$ cat src/rtl/fetch_unit.sv
// Instruction fetch stage: reads one word per pc value, hands it to decode over
// valid/ready and steers the pc. Define FETCH_PERF_EN to add fetch/stall counters.
module fetch_unit #(
  parameter int ADDR_W = 20,
  parameter int DATA_W = 32
) (
  input  logic              clk,
  input  logic              rst,
  input  logic [ADDR_W-1:0] pc_in,
  output logic              pc_inc,
  output logic              pc_write_en,
  output logic [ADDR_W-1:0] pc_write_data,
  output logic              mem_req,
  output logic [ADDR_W-1:0] mem_addr,
  input  logic              mem_ack,
  input  logic [DATA_W-1:0] mem_rdata,
  output logic              instr_valid,
  input  logic              instr_ready,
  output logic [DATA_W-1:0] instr,
  output logic [ADDR_W-1:0] instr_pc,
  input  logic              redirect,
  input  logic [ADDR_W-1:0] redirect_addr
`ifdef FETCH_PERF_EN
  ,
  output logic [31:0]       fetch_cnt,
  output logic [31:0]       stall_cnt
`endif
);

  typedef enum logic [2:0] {
    S_IDLE,
    S_ISSUE,
    S_WAIT,
    S_VALID,
    S_FLUSH
  } state_t;

  state_t            state_q;
  logic              mem_req_q;
  logic [ADDR_W-1:0] mem_addr_q;
  logic              instr_valid_q;
  logic [DATA_W-1:0] instr_q;
  logic [ADDR_W-1:0] instr_pc_q;
  logic              handshake_d;

  // Redirect outranks the handshake so the pc never sees both controls at once.
  assign handshake_d   = !rst && (state_q == S_VALID) && instr_ready && !redirect;
  assign pc_inc        = handshake_d;
  assign pc_write_en   = redirect && !rst;
  assign pc_write_data = redirect_addr;

  assign mem_req     = mem_req_q;
  assign mem_addr    = mem_addr_q;
  assign instr_valid = instr_valid_q;
  assign instr       = instr_q;
  assign instr_pc    = instr_pc_q;

  always_ff @(posedge clk) begin
    if (rst) begin
      state_q       <= S_IDLE;
      mem_req_q     <= 1'b0;
      mem_addr_q    <= '0;
      instr_valid_q <= 1'b0;
      instr_q       <= '0;
      instr_pc_q    <= '0;
    end else begin
      case (state_q)
        S_IDLE: state_q <= S_ISSUE;
        S_ISSUE: begin
          // A redirect here reloads the pc first; the request goes out next cycle.
          if (!redirect) begin
            mem_addr_q <= pc_in;
            mem_req_q  <= 1'b1;
            state_q    <= S_WAIT;
          end
        end
        S_WAIT: begin
          if (mem_ack) begin
            mem_req_q <= 1'b0;
            if (redirect) begin
              state_q <= S_ISSUE;
            end else begin
              instr_q       <= mem_rdata;
              instr_pc_q    <= mem_addr_q;
              instr_valid_q <= 1'b1;
              state_q       <= S_VALID;
            end
          end else if (redirect) begin
            state_q <= S_FLUSH;
          end
        end
        S_FLUSH: begin
          // The stale request must still complete before a new one is issued.
          if (mem_ack) begin
            mem_req_q <= 1'b0;
            state_q   <= S_ISSUE;
          end
        end
        S_VALID: begin
          if (redirect || instr_ready) begin
            instr_valid_q <= 1'b0;
            state_q       <= S_ISSUE;
          end
        end
        default: state_q <= S_IDLE;
      endcase
    end
  end

`ifdef FETCH_PERF_EN
  logic [31:0] fetch_cnt_q;
  logic [31:0] stall_cnt_q;
  logic        stall_d;

  assign stall_d   = ((state_q == S_WAIT) || (state_q == S_FLUSH)) && !mem_ack;
  assign fetch_cnt = fetch_cnt_q;
  assign stall_cnt = stall_cnt_q;

  always_ff @(posedge clk) begin
    if (rst) begin
      fetch_cnt_q <= '0;
      stall_cnt_q <= '0;
    end else begin
      if (handshake_d) fetch_cnt_q <= fetch_cnt_q + 32'd1;
      if (stall_d)     stall_cnt_q <= stall_cnt_q + 32'd1;
    end
  end
`endif

endmodule

$ cat config.mk
export PLATFORM = sky130hd
export DESIGN_NAME = fetch_unit
export DESIGN_NICKNAME = d
export VERILOG_FILES = /design/src/rtl/fetch_unit.sv
export SDC_FILE = /design/constraint.sdc
export NUM_CORES = 1
export LEC_CHECK = 0
export CAP_MARGIN = 10
export CORE_AREA = 2 2 99 101
export DETAILED_ROUTE_END_ITERATION = 6
export DIE_AREA = 0 0 101 103
export PLACE_DENSITY = 0.76
export SETUP_SLACK_MARGIN = 0.4
export SYNTH_ARGS = -nofsm -noshare
export SYNTH_HDL_FRONTEND = slang
export SYNTH_SLANG_ARGS = --single-unit
$ cat constraint.sdc
create_clock -name clk -period 1.3 [get_ports clk]
set_input_delay 0.13 -clock clk [delete_from_list [all_inputs] [get_ports clk]]
set_output_delay 0.13 -clock clk [all_outputs]
set_load 0.01 [all_outputs]
; Word level (Yosys, flattened, before mapping)
; Cells that the tools add are included.
; W data, S select, Z words.
[classes]
n_eq_ne = 11
reduce_logical = 16
n_mux = 13
bitwise_logic = 1
[ops]
columns = op, n
row1 = $mux W3, 5
row2 = $pmux W3 S5, 1
row3 = $ne A2 B2 Y1 const B, 4
row4 = $reduce_and A4 Y1, 2
row5 = $eq A3 B2 Y1 const B, 2
row6 = $reduce_and A3 Y1, 2
row7 = $logic_and A1 B1 Y1, 4
row8 = $mux W1, 4
row9 = $ne A2 B1 Y1 const B, 2
row10 = $pmux W1 S2, 2
row11 = $reduce_bool A2 Y1, 2
row12 = $eq A3 B1 Y1 const B, 1
row13 = $eq A3 B3 Y1 const B, 1
row14 = $logic_not A3 Y1, 1
row15 = $ne A3 B3 Y1 const B, 1
row16 = $logic_not A1 Y1, 2
row17 = $mux W2, 1
row18 = $reduce_and A2 Y1, 1
row19 = $reduce_or A2 Y1, 1
row20 = $logic_or A1 B1 Y1, 1
row21 = $not A1 Y1, 1
[totals]
inputBits = 77
ff_bits = 77
output_inout_bits = 96

; Depth between registers and ports, before layout
; Gate-level depths: netlist (run 1).
[depth]
depth_word = 4
ltp_mapped = 6
mapped_depth_nobuf = 3

; Least setup slack after synthesis (run 1)
; No wires, ideal clock.
[synth_path]
path_type = reg2reg
startpoint = register state_q[2]
endpoint = register mem_addr_q[10] (netlist: mem_addr[10])
period_less_slack_ns = 1.333
setup_ns = 0.132
arrival_time_ns = 1.200
t_required_ns = 1.168
path_buffers = 2
setup_slack_ns = -0.033
stages_incl_launch_ff = 6
path_cell_list = dfxtp_1 > buf_6 > or4b_4 > buf_6 > nand2_1 > a21oi_1
[synth_between]
elab_chain_cells = 2
[synth_lines]
columns = item, line
row1 = start: declaration, 38  ; state_t state_q;
row2 = start signal: assignment, 60  ; state_q <= S_IDLE;
row3 = start signal: assignment, 68  ; S_IDLE: state_q <= S_ISSUE;
row4 = start signal: assignment, 74  ; state_q <= S_WAIT;
row5 = $eq A3 B1 Y1, 67  ; case (state_q)
row6 = $reduce_and A2 Y1 (no line), -
row7 = end signal: assignment, 72  ; mem_addr_q <= pc_in;
row8 = end: declaration, 40  ; logic [ADDR_W-1:0] mem_addr_q;
; No other way between the ends.
; A chain may end at the register's enable or synchronous reset.

; Worst setup path in the final report (run 1)
[layout_path]
startpoint = register state_q[2]
endpoint = register instr_q[7] (netlist: instr[7])
[layout_between]
elab_chain_cells = 2
[layout_lines]
columns = item, line
row1 = $eq A3 B2 Y1, 67
row2 = $reduce_and A3 Y1 (no line), -
row3 = end signal: assignment, 83  ; instr_q <= mem_rdata;
row4 = end: declaration, 42  ; logic [DATA_W-1:0] instr_q;
; No other way between the ends.

==> impl_metrics.ini, run 1 <==
[routing]
post-route-drc-count = 0
routed_wl_um = 9240
vias = 3004
routed_via_density = 4.64
ant_nets = 0
drtIter0Drc = 81
wl_per_cell_um = 14.3
dr.pass1.iters = 4

[global_route]
grt_use_total_pct = 16.9
top_usage_layer = met2
use_met2_pct = 30.6
grt_pass1_wl_um = 13800
antenna_found_initial = 0
grt_pass1_vias = 2886
grt_use_met3_pct = 4.61
grt_max_degree = 53
grt-ovfl-total = 0
grt_use_met1_pct = 19.7

[timing]
post-route-period-util_pct = 112
hold_viol = 0
setup_viol = 73
clock.fmax_ghz = 0.684
slew_viol_final = 0
rsz0062_at_grt = true
slew_headroom_pct = 80.6
finalSetupTns_ns = -7.98
finalCriticalPeriod_ns = 1.46
finClkSkew_ns = 0.00770
setup_ws_ns = -0.161
holdWs_ns = 0.125
worstMarginPinSlew_ns = 0.289

[layout]
final_common_cell = nand2_1
final_cell_mix = nand2_1 (146), buf_6 (85), dfxtp_2 (76)
finish.utilization_pct = 58.3
fin_area_um2 = 5520
syn_to_final_growth_pct = 68.8
antenna_cells = 0
instances_no_fill = 648
fin_nets = 606
drive_above_1_share_pct = 46.4

[yosys]
synth_top_area_cell = dfxtp_1
avgSynthCellArea_um2 = 8.90
yosysWarnings = 0
synth_cells = 367
syn_area_um2 = 3270
ys_seq_area_share_pct = 47.2
synthDominantCellAreaShare_pct = 47.2
ys_seq_elements = 77
synth.area.top_cells = dfxtp_1 (47%), nand2_1 (17%), mux2i_1 (16%), buf_4 (4.8%), a21oi_1 (3.1%)
synth_fp_nets = 444
ys_types = 27

[clock_tree]
cts.path.max_buffers = 2
insertion_delay_ns = 0.33
h-tree-depth = 3
cts_hold_buf = 0
cts_buffers = 9
cts.sinks = 77
clockRootBuffer = clkbuf_8
cts_tree = done
clk_pin_slew_ns = 0.08

[critical_path]
rr_worst_depth = 7
crit_type = flip-flop to flip-flop
cp-end-kind = flip-flop
cp_max_fo = 6
arrival_ns = 1.72
cp.required_ns = 1.56
critPathLaunchType = flip-flop

[pwr]
ir_drop_uv = 535
total_power_mw = 5.13
powerDensity_nw_per_um2 = 929
p_leak_nw = 2.23

[floorplan]
num_rows = 36
fp.dieH_um = 103
die_area_um2 = 10400
ios = 173
floorplan.initialDensity_pct = 34.6
fp.coreArea_um2 = 9460
die_x_um = 101

[status]
status = complete, but fails checks
violations = negative setup slack

[placement]
post_dp_cell_area_um2 = 4590
dp_hpwl_um = 5830
pre_cts_ws_ns = -0.428
placed_cells = 586
place.gp.congestion = 0.785
io_buffers = 132

[hold_path]
whs_path_depth = 3
hp-class = primary input to flip-flop

[flow_run]
maxCapViolations = 0
## per-layer routing
metal / wire, µm / share of wire (%) / vias to the layer above
li1: - / - / 1494
met1: 3760 / 41 / 1413
met2: 4860 / 53 / 90
met3: 569 / 6.2 / 7
met4: 46 / 0.50 / 0
met5: 0 / 0 / -
## Yosys cell counts, drive strengths merged
| cell | number |
|---|---|
| nand2 | 147 |
| dfxtp | 77 |
| mux2i | 52 |
| buf | 35 |
| a21oi | 20 |
| clkbuf | 12 |
| o21ai | 4 |
| nand2b | 3 |
| nor2 | 3 |
| inv | 2 |
| nor3 | 2 |
| nor4b | 2 |
| a211oi | 1 |
| a31oi | 1 |
| and3 | 1 |
| o2111a | 1 |
| o221a | 1 |
| o22ai | 1 |
| or4b | 1 |
| xnor2 | 1 |
## cell type report
type,count,area (µm²)
multi-input cells,241,1400
repair buffers,198,2120
inverters,2,7.51
flip-flops and latches,77,1640
well taps,114,143
clock inverters,6,87.6
clock buffers,10,128
fillers,805,3940
## power by group
group          leakage, nW  internal (mW)  switching (mW)
Sequential           0.661           2.41          0.0380
Combinational         1.46          0.424           0.281
Clock                0.110           1.08           0.886
## critical path, stage by stage (launching register included)
cell and delay, ns:
dfxtp_2 0.33, nand2b_4 0.14, buf_6 0.11, nor3_4 0.19, buf_6 0.18, buf_12 0.12, buf_16 0.12, mux2i_1 0.19
## logic make-up (layout without fill, tap and decap cells)
| group | Yosys count | count (layout) | synth area share, % |
|---|---|---|---|
| flip-flops | 77 | 77 | 47.2 |
| buffers and inverters | 49 | 216 | 11.8 |
| multiplexers | 52 | 52 | 15.9 |
| AO/OA/AOI/OAI | 29 | 29 | 4.98 |
| XOR/XNOR | 1 | 1 | 0.268 |
| AND/OR/NAND/NOR | 159 | 159 | 19.8 |
## repair_timing
item                       CTS  global route
setup endpoints to repair  153           153
buffers inserted            26            15
resized for setup          474            12
cloned                       4             1
pin swaps                    5             2
## registers in the layout, indices dropped and copies added (netlist names)
| signal | count |
|---|---|
| state_q | 3 |
| mem_req | 1 |
| instr | 32 |
| instr_valid | 1 |
| instr_pc | 20 |
| mem_addr | 20 |
## path summary, 6_finish.rpt
| kind | start | to | slack (ns) |
|---|---|---|---|
| worst min-delay path | rst | mem_addr[16]$_SDFFE_PP0P_ | 0.12 |
| worst max-delay path | state_q[2]$_SDFFE_PP0P_ | instr[7]$_SDFFE_PP0P_ | -0.16 |
| worst max register to register | state_q[2]$_SDFFE_PP0P_ | instr[7]$_SDFFE_PP0P_ | -0.16 |
| worst min register to register | instr[22]$_SDFFE_PP0P_ | instr[22]$_SDFFE_PP0P_ | 0.46 |
No activity file was read; power rests on OpenSTA's default activity.
==> run 2, diff against run 1 <==
--- a/config.mk
+++ b/config.mk
@@ -5,11 +5,12 @@
 export SDC_FILE = /design/constraint.sdc
 export NUM_CORES = 1
 export LEC_CHECK = 0
+export ABC_AREA = 1
 export CAP_MARGIN = 10
-export CORE_AREA = 2 2 99 101
+export CORE_AREA = 2 2 98 100
 export DETAILED_ROUTE_END_ITERATION = 6
-export DIE_AREA = 0 0 101 103
-export PLACE_DENSITY = 0.76
+export DIE_AREA = 0 0 100 102
+export PLACE_DENSITY = 0.74
 export SETUP_SLACK_MARGIN = 0.4
 export SYNTH_ARGS = -nofsm -noshare
 export SYNTH_HDL_FRONTEND = slang
==> impl_metrics.ini, run 2 <==
[critical_path]
critPathLaunchType = flip-flop
cp_max_fo = 18
crit_type = flip-flop to flip-flop
cp.required_ns = 1.53
cp-end-kind = flip-flop
arrival_ns = 1.61

[pwr]
total_power_mw = 9.25
powerDensity_nw_per_um2 = 1700
ir_drop_uv = 768
power_frac_seq_pct = 34.7
p_leak_nw = 2.28
power_switching_mw = 2.87
p_int_mw = 6.38
pwr-share-clk_pct = 25.8
comb_power_share_pct = 39.4
sw_frac_of_total_pct = 31.0

[yosys]
yosysWarnings = 0
synth_top_family_by_area = simple AND/OR/NAND/NOR gates
avgSynthCellArea_um2 = 7.87
synth.area.top_cells = dfxtp_1 (51%), nor2_1 (20%), o21ai_0 (9.6%), buf_4 (5.2%), buf_12 (3.3%)
synth.most_common_cell = nor2_1
yosys_most_used_dff = dfxtp_1
synth.area.mux_share_pct = 0
synth-simple-area-share_pct = 23.6
synth-compound-area-share_pct = 12.9
ys_seq_area_share_pct = 50.7
synth_edf_count = 0
synth_top_area_cell = dfxtp_1
synth_cells = 386
ys_seq_elements = 77
synthXorXnorAreaFrac_pct = 0
synth_fp_nets = 463
synthDominantCellAreaShare_pct = 50.7
async_flop_share_pct = 0
synth-adder-area-share_pct = 0
ys_types = 23
synthTopCellsByCount = nor2_1 (158), dfxtp_1 (77), o21ai_0 (58)
syn_area_um2 = 3040

[floorplan]
fp.dieH_um = 102
fp.coreArea_um2 = 9110
die_area_um2 = 10200
die_x_um = 100
num_rows = 35
ios = 173
floorplan.initialDensity_pct = 33.4

[clock_tree]
h-tree-depth = 3
clockRootBuffer = clkbuf_8
cts.path.max_buffers = 2
cts_buffers = 9
cts_hold_buf = 0
cts_tree = done
insertion_delay_ns = 0.34
clk_pin_slew_ns = 0.08
cts.sinks = 77

[timing]
clock.fmax_ghz = 0.727
finalCriticalPeriod_ns = 1.38
slew_headroom_pct = 79.6
post-route-period-util_pct = 106
finClkSkew_ns = 0.00711
finalSetupTns_ns = -1.27
setup_ws_ns = -0.0764
slew_viol_final = 0
setup_viol = 44
rsz0062_at_grt = true
hold_viol = 0
worstMarginPinSlew_ns = 0.306

[routing]
routed_via_density = 4.66
ant_nets = 0
wl_per_cell_um = 14.1
vias = 3086
routed_wl_um = 9350
post-route-drc-count = 0
dr.pass1.iters = 4
drtIter0Drc = 68

[layout]
final_cell_mix = nor2_1 (134), buf_6 (82), dfxtp_2 (76)
final_common_cell = nor2_1
largest_reg_flops = 32
fin_area_um2 = 5430
finish.utilization_pct = 59.6
drive_above_1_share_pct = 52.3
fin_nets = 623
nFillCells = 802
antenna_cells = 0
syn_to_final_growth_pct = 78.6

[flow_run]
maxCapViolations = 0

[placement]
place.gp.congestion = 0.863
post_dp_cell_area_um2 = 4450
dp_hpwl_um = 5910
io_buffers = 132

[status]
violations = negative setup slack
status = complete, but fails checks

[global_route]
grt_pass1_wl_um = 13500
antenna_found_initial = 0
grt_use_total_pct = 16.6
grt_pass1_vias = 3024
grt_max_degree = 54
grt-ovfl-total = 0

[hold_path]
hp-class = primary input to output pin
==> run 2: cell count changes in the layout (fill, tap and decap cells not counted), sizes merged, moves of 3 or more <==
cell    delta
nand2b     -3
mux2i     -52
a21oi     -16
buf        -7
nand2    -136
nand3      +6
inv        +8
nor2     +156
o21ai     +69
==> run 2: kinds of logic (layout without fill, tap and decap cells) <==
family	count (synthesis)	in the layout
flip-flops	77	77
AO/OA/AOI/OAI	78	78
AND/OR/NAND/NOR	179	179
buffers and inverters	52	217
==> run 2: through the flow <==
step           instances  hold WS (ns)  worst slack (ns)
5_1_grt              662         0.260            -0.131
4_1_cts              649         0.260           -0.0541
6_report             662         0.260           -0.0764
3_5_place_dp         613         0.260            -0.205
3_3_place_gp         613         0.260            -0.168
2_1_floorplan        386         0.278            0.0815
==> run 2: routing by layer <==
layer | track usage (%) | share of wire, % | up-vias
met5 | 0 | 0 | -
met4 | 7.69 | 2.3 | 0
met3 | 5.81 | 7.7 | 22
met2 | 29.3 | 50 | 111
met1 | 17.9 | 40 | 1416
li1 | - | - | 1537
==> run 2: path summary, 6_finish.rpt <==
path / startpoint / endpoint / slack, ns / cells past startpoint
worst max-delay path: state_q[2]$_SDFFE_PP0P_ / instr[18]$_SDFFE_PP0P_ / -0.08 / 7
worst min register to register: instr[27]$_SDFFE_PP0P_ / instr[27]$_SDFFE_PP0P_ / 0.49 / 2
worst min-delay path: redirect_addr[13] / pc_write_data[13] / 0.26 / 0
worst max register to register: state_q[2]$_SDFFE_PP0P_ / instr[18]$_SDFFE_PP0P_ / -0.08 / 7
==> run 2: cell type report <==
class                           instances  area (µm²)  area share, %
Multi-Input combinational cell        257        1290           23.8
Clock inverter                          7         146           2.70
Inverter                                9        53.8          0.992
Tap cell                              111         139           2.56
Sequential cell                        77        1640           30.2
Clock buffer                            9         124           2.28
Timing Repair Buffer                  192        2030           37.4
==> run 2: what timing repair did <==
action                                  4_1_cts  5_1_grt
resized for setup                           469      103
gates cloned                                  0        2
pin swaps                                     4       29
endpoints found under the setup margin      153      152
endpoints found under the hold margin         0        0
setup buffers                                20       11
==> run 2: worst max-delay path, cell delays in order (launching register included) <==
cell and delay, ns:
dfxtp_4 0.40, inv_4 0.08, nand2_4 0.05, nor2_4 0.11, nand3_4 0.16, clkbuf_16 0.24
o21ai_0 0.15, nor2_1 0.06
==> run 2: power groups by stage <==
stage	sequential (mW)	clock, mW	combinational (mW)
2_1_floorplan	3.25	0	1.18
3_3_place_gp	3.07	0	2.59
3_5_place_dp	3.09	0	2.64
4_1_cts	3.16	2.47	2.96
5_1_grt	3.26	2.55	3.95
6_report	3.21	2.39	3.65
==> run 3, diff against run 2 <==
--- a/config.mk
+++ b/config.mk
@@ -10,7 +10,8 @@
 export CORE_AREA = 2 2 98 100
 export DETAILED_ROUTE_END_ITERATION = 6
 export DIE_AREA = 0 0 100 102
-export PLACE_DENSITY = 0.74
+export HOLD_SLACK_MARGIN = 0.15
+export PLACE_DENSITY = 0.79
 export SETUP_SLACK_MARGIN = 0.4
 export SYNTH_ARGS = -nofsm -noshare
 export SYNTH_HDL_FRONTEND = slang
==> impl_metrics.ini, run 3 (synthesis results as in run 2) <==
[placement]
io_buffers = 132
place.gp.congestion = 0.804
dp_hpwl_um = 5860
post_dp_cell_area_um2 = 4400

[global_route]
grt_use_total_pct = 16.7
grt_pass1_vias = 2886
grt_pass1_wl_um = 13500
antenna_found_initial = 1
grt-ovfl-total = 0
grt_max_degree = 78

[routing]
wl_met1_um = 4100
dr_wl_met3_um = 826
post-route-drc-count = 0
wl_per_cell_um = 15.9
dr.max_layer_used = met5
ant_nets = 0
routed_via_density = 4.80
dr_wl_met2_um = 5560
dr.pass1.iters = 4
drtIter0Drc = 149
routed_wl_um = 10700
vias = 3238

[hold_path]
whs_path_depth = 0
min_from = redirect_addr[19]
holdPathEnd = pc_write_data[19]
hp-class = primary input to output pin

[timing]
worstMarginPinSlew_ns = 0.434
holdWs_ns = 0.260
setup_ws_ns = -0.0913
rsz0062_at_grt = true
post-route-period-util_pct = 107
clock.fmax_ghz = 0.719
slew_headroom_pct = 71.1
hold_viol = 0
finClkSkew_ns = 0.0138
setup_viol = 54
finalCriticalPeriod_ns = 1.39
slew_viol_final = 0

[floorplan]
fp.dieH_um = 102
die_x_um = 100
ios = 173
die_area_um2 = 10200
floorplan.initialDensity_pct = 33.4
num_rows = 35
fp.coreArea_um2 = 9110

[clock_tree]
cts.path.max_buffers = 2
clockRootBuffer = clkbuf_8
cts_buffers = 9
insertion_delay_ns = 0.35
clk_pin_slew_ns = 0.08
cts_tree = done
h-tree-depth = 3
cts.sinks = 77

[flow_run]
maxCapViolations = 0

[layout]
syn_to_final_growth_pct = 90.3
antenna_cells = 0
finish.utilization_pct = 63.5
fin_area_um2 = 5780
final_cell_mix = nor2_1 (125), buf_6 (78), dfxtp_2 (68)
final_common_cell = nor2_1
drive_above_1_share_pct = 59.2
fin_nets = 636
largest_reg_flops = 32
nFillCells = 763

[critical_path]
cp.required_ns = 1.54
r2r_slack_ns = -0.09
cp-end-kind = flip-flop
critPathLaunchType = flip-flop
timing.rr.end = instr_pc[18]$_SDFFE_PP0P_
arrival_ns = 1.63
crit_type = flip-flop to flip-flop
cp_max_fo = 11
rr_worst_depth = 9
r2r-start = state_q[2]$_SDFFE_PP0P_

[pwr]
power_frac_seq_pct = 35.7
ir_drop_uv = 828
comb_power_share_pct = 40.1
p_int_mw = 6.21
p_leak_nw = 2.48
power_switching_mw = 2.92
pwr-share-clk_pct = 24.2
sw_frac_of_total_pct = 32.0
total_power_mw = 9.13
powerDensity_nw_per_um2 = 1580

[status]
violations = negative setup slack
status = complete, but fails checks
-- run 3: cell count changes in the layout (fill, tap and decap cells not counted), sizes merged --
cell,change
bufinv,-1
buf,+5
dlygate4sd2,-1
inv,-1
clkinv,+3
clkbuf,+7
dlymetal6s2s,+1
-- run 3: timing repair --
item	in CTS	in global routing
gates cloned	0	13
endpoints found under the hold margin	0	0
gates resized for setup	460	167
buffers inserted	14	24
pin swaps	5	12
hold buffers	0	0
endpoints found under the setup margin	153	153
-- run 3: area by class of cell --
cell class              instances  area (µm²)  area share [%]
multi-input cells             257        1420            24.5
inverters                       9        65.1            1.13
clock buffers                   9         124            2.14
clock inverters                 7         121            2.10
well taps                     111         139            2.40
repair inverters                1        11.3           0.195
flip-flops and latches         77        1660            28.7
repair buffers                204        2250            38.8
-- run 3: power groups by stage --
| stage | clock, mW | combinational [mW] | sequential [mW] |
|---|---|---|---|
| floorplan | 0 | 1.18 | 3.25 |
| detailed placement | 0 | 2.59 | 3.09 |
| finish | 2.21 | 3.66 | 3.25 |
| global placement | 0 | 2.53 | 3.07 |
| CTS | 2.25 | 2.85 | 3.18 |
| global route | 2.37 | 3.95 | 3.30 |
-- run 3: worst max-delay path, cell delays in order, from the launching register on --
cell and delay (ns):
dfxtp_4 0.41, inv_2 0.07, nand2_4 0.07, nor2_4 0.04, nand3_4 0.07, buf_12 0.18
clkinv_16 0.09, clkbuf_16 0.18, nor2_1 0.11, nor2_1 0.06
-- run 3: worst max path at each step --
stage | start | end | slack (ns)
finish | state_q[2]$_SDFFE_PP0P_ | instr_pc[18]$_SDFFE_PP0P_ | -0.09
global route | state_q[1]$_SDFFE_PP0P_ | instr_pc[16]$_SDFFE_PP0P_ | -0.14
CTS | state_q[1]$_SDFFE_PP0P_ | instr_pc[12]$_SDFFE_PP0P_ | -0.04
detailed placement | rst | instr_pc[12]$_SDFFE_PP0P_ | -0.29
global placement | rst | state_q[1]$_SDFFE_PP0P_ | -0.21
floorplan | state_q[2]$_SDFFE_PP0P_ | instr[0]$_SDFFE_PP0P_ | 0.08
-- run 3: metal layers --
layer	global-route usage [%]	vias to the layer above
met5	0	-
met4	7.17	2
met3	5.20	27
met2	29.1	134
met1	19.1	1505
li1	-	1570
-- run 3: through the flow --
stage               setup TNS [ns]  setup slack, ns  cells
floorplan                        0           0.0815    386
global placement            -14.74           -0.214    608
detailed placement          -18.71           -0.291    608
CTS                         -0.378          -0.0381    638
global route                 -6.22           -0.138    675
finish                       -2.04          -0.0913    675
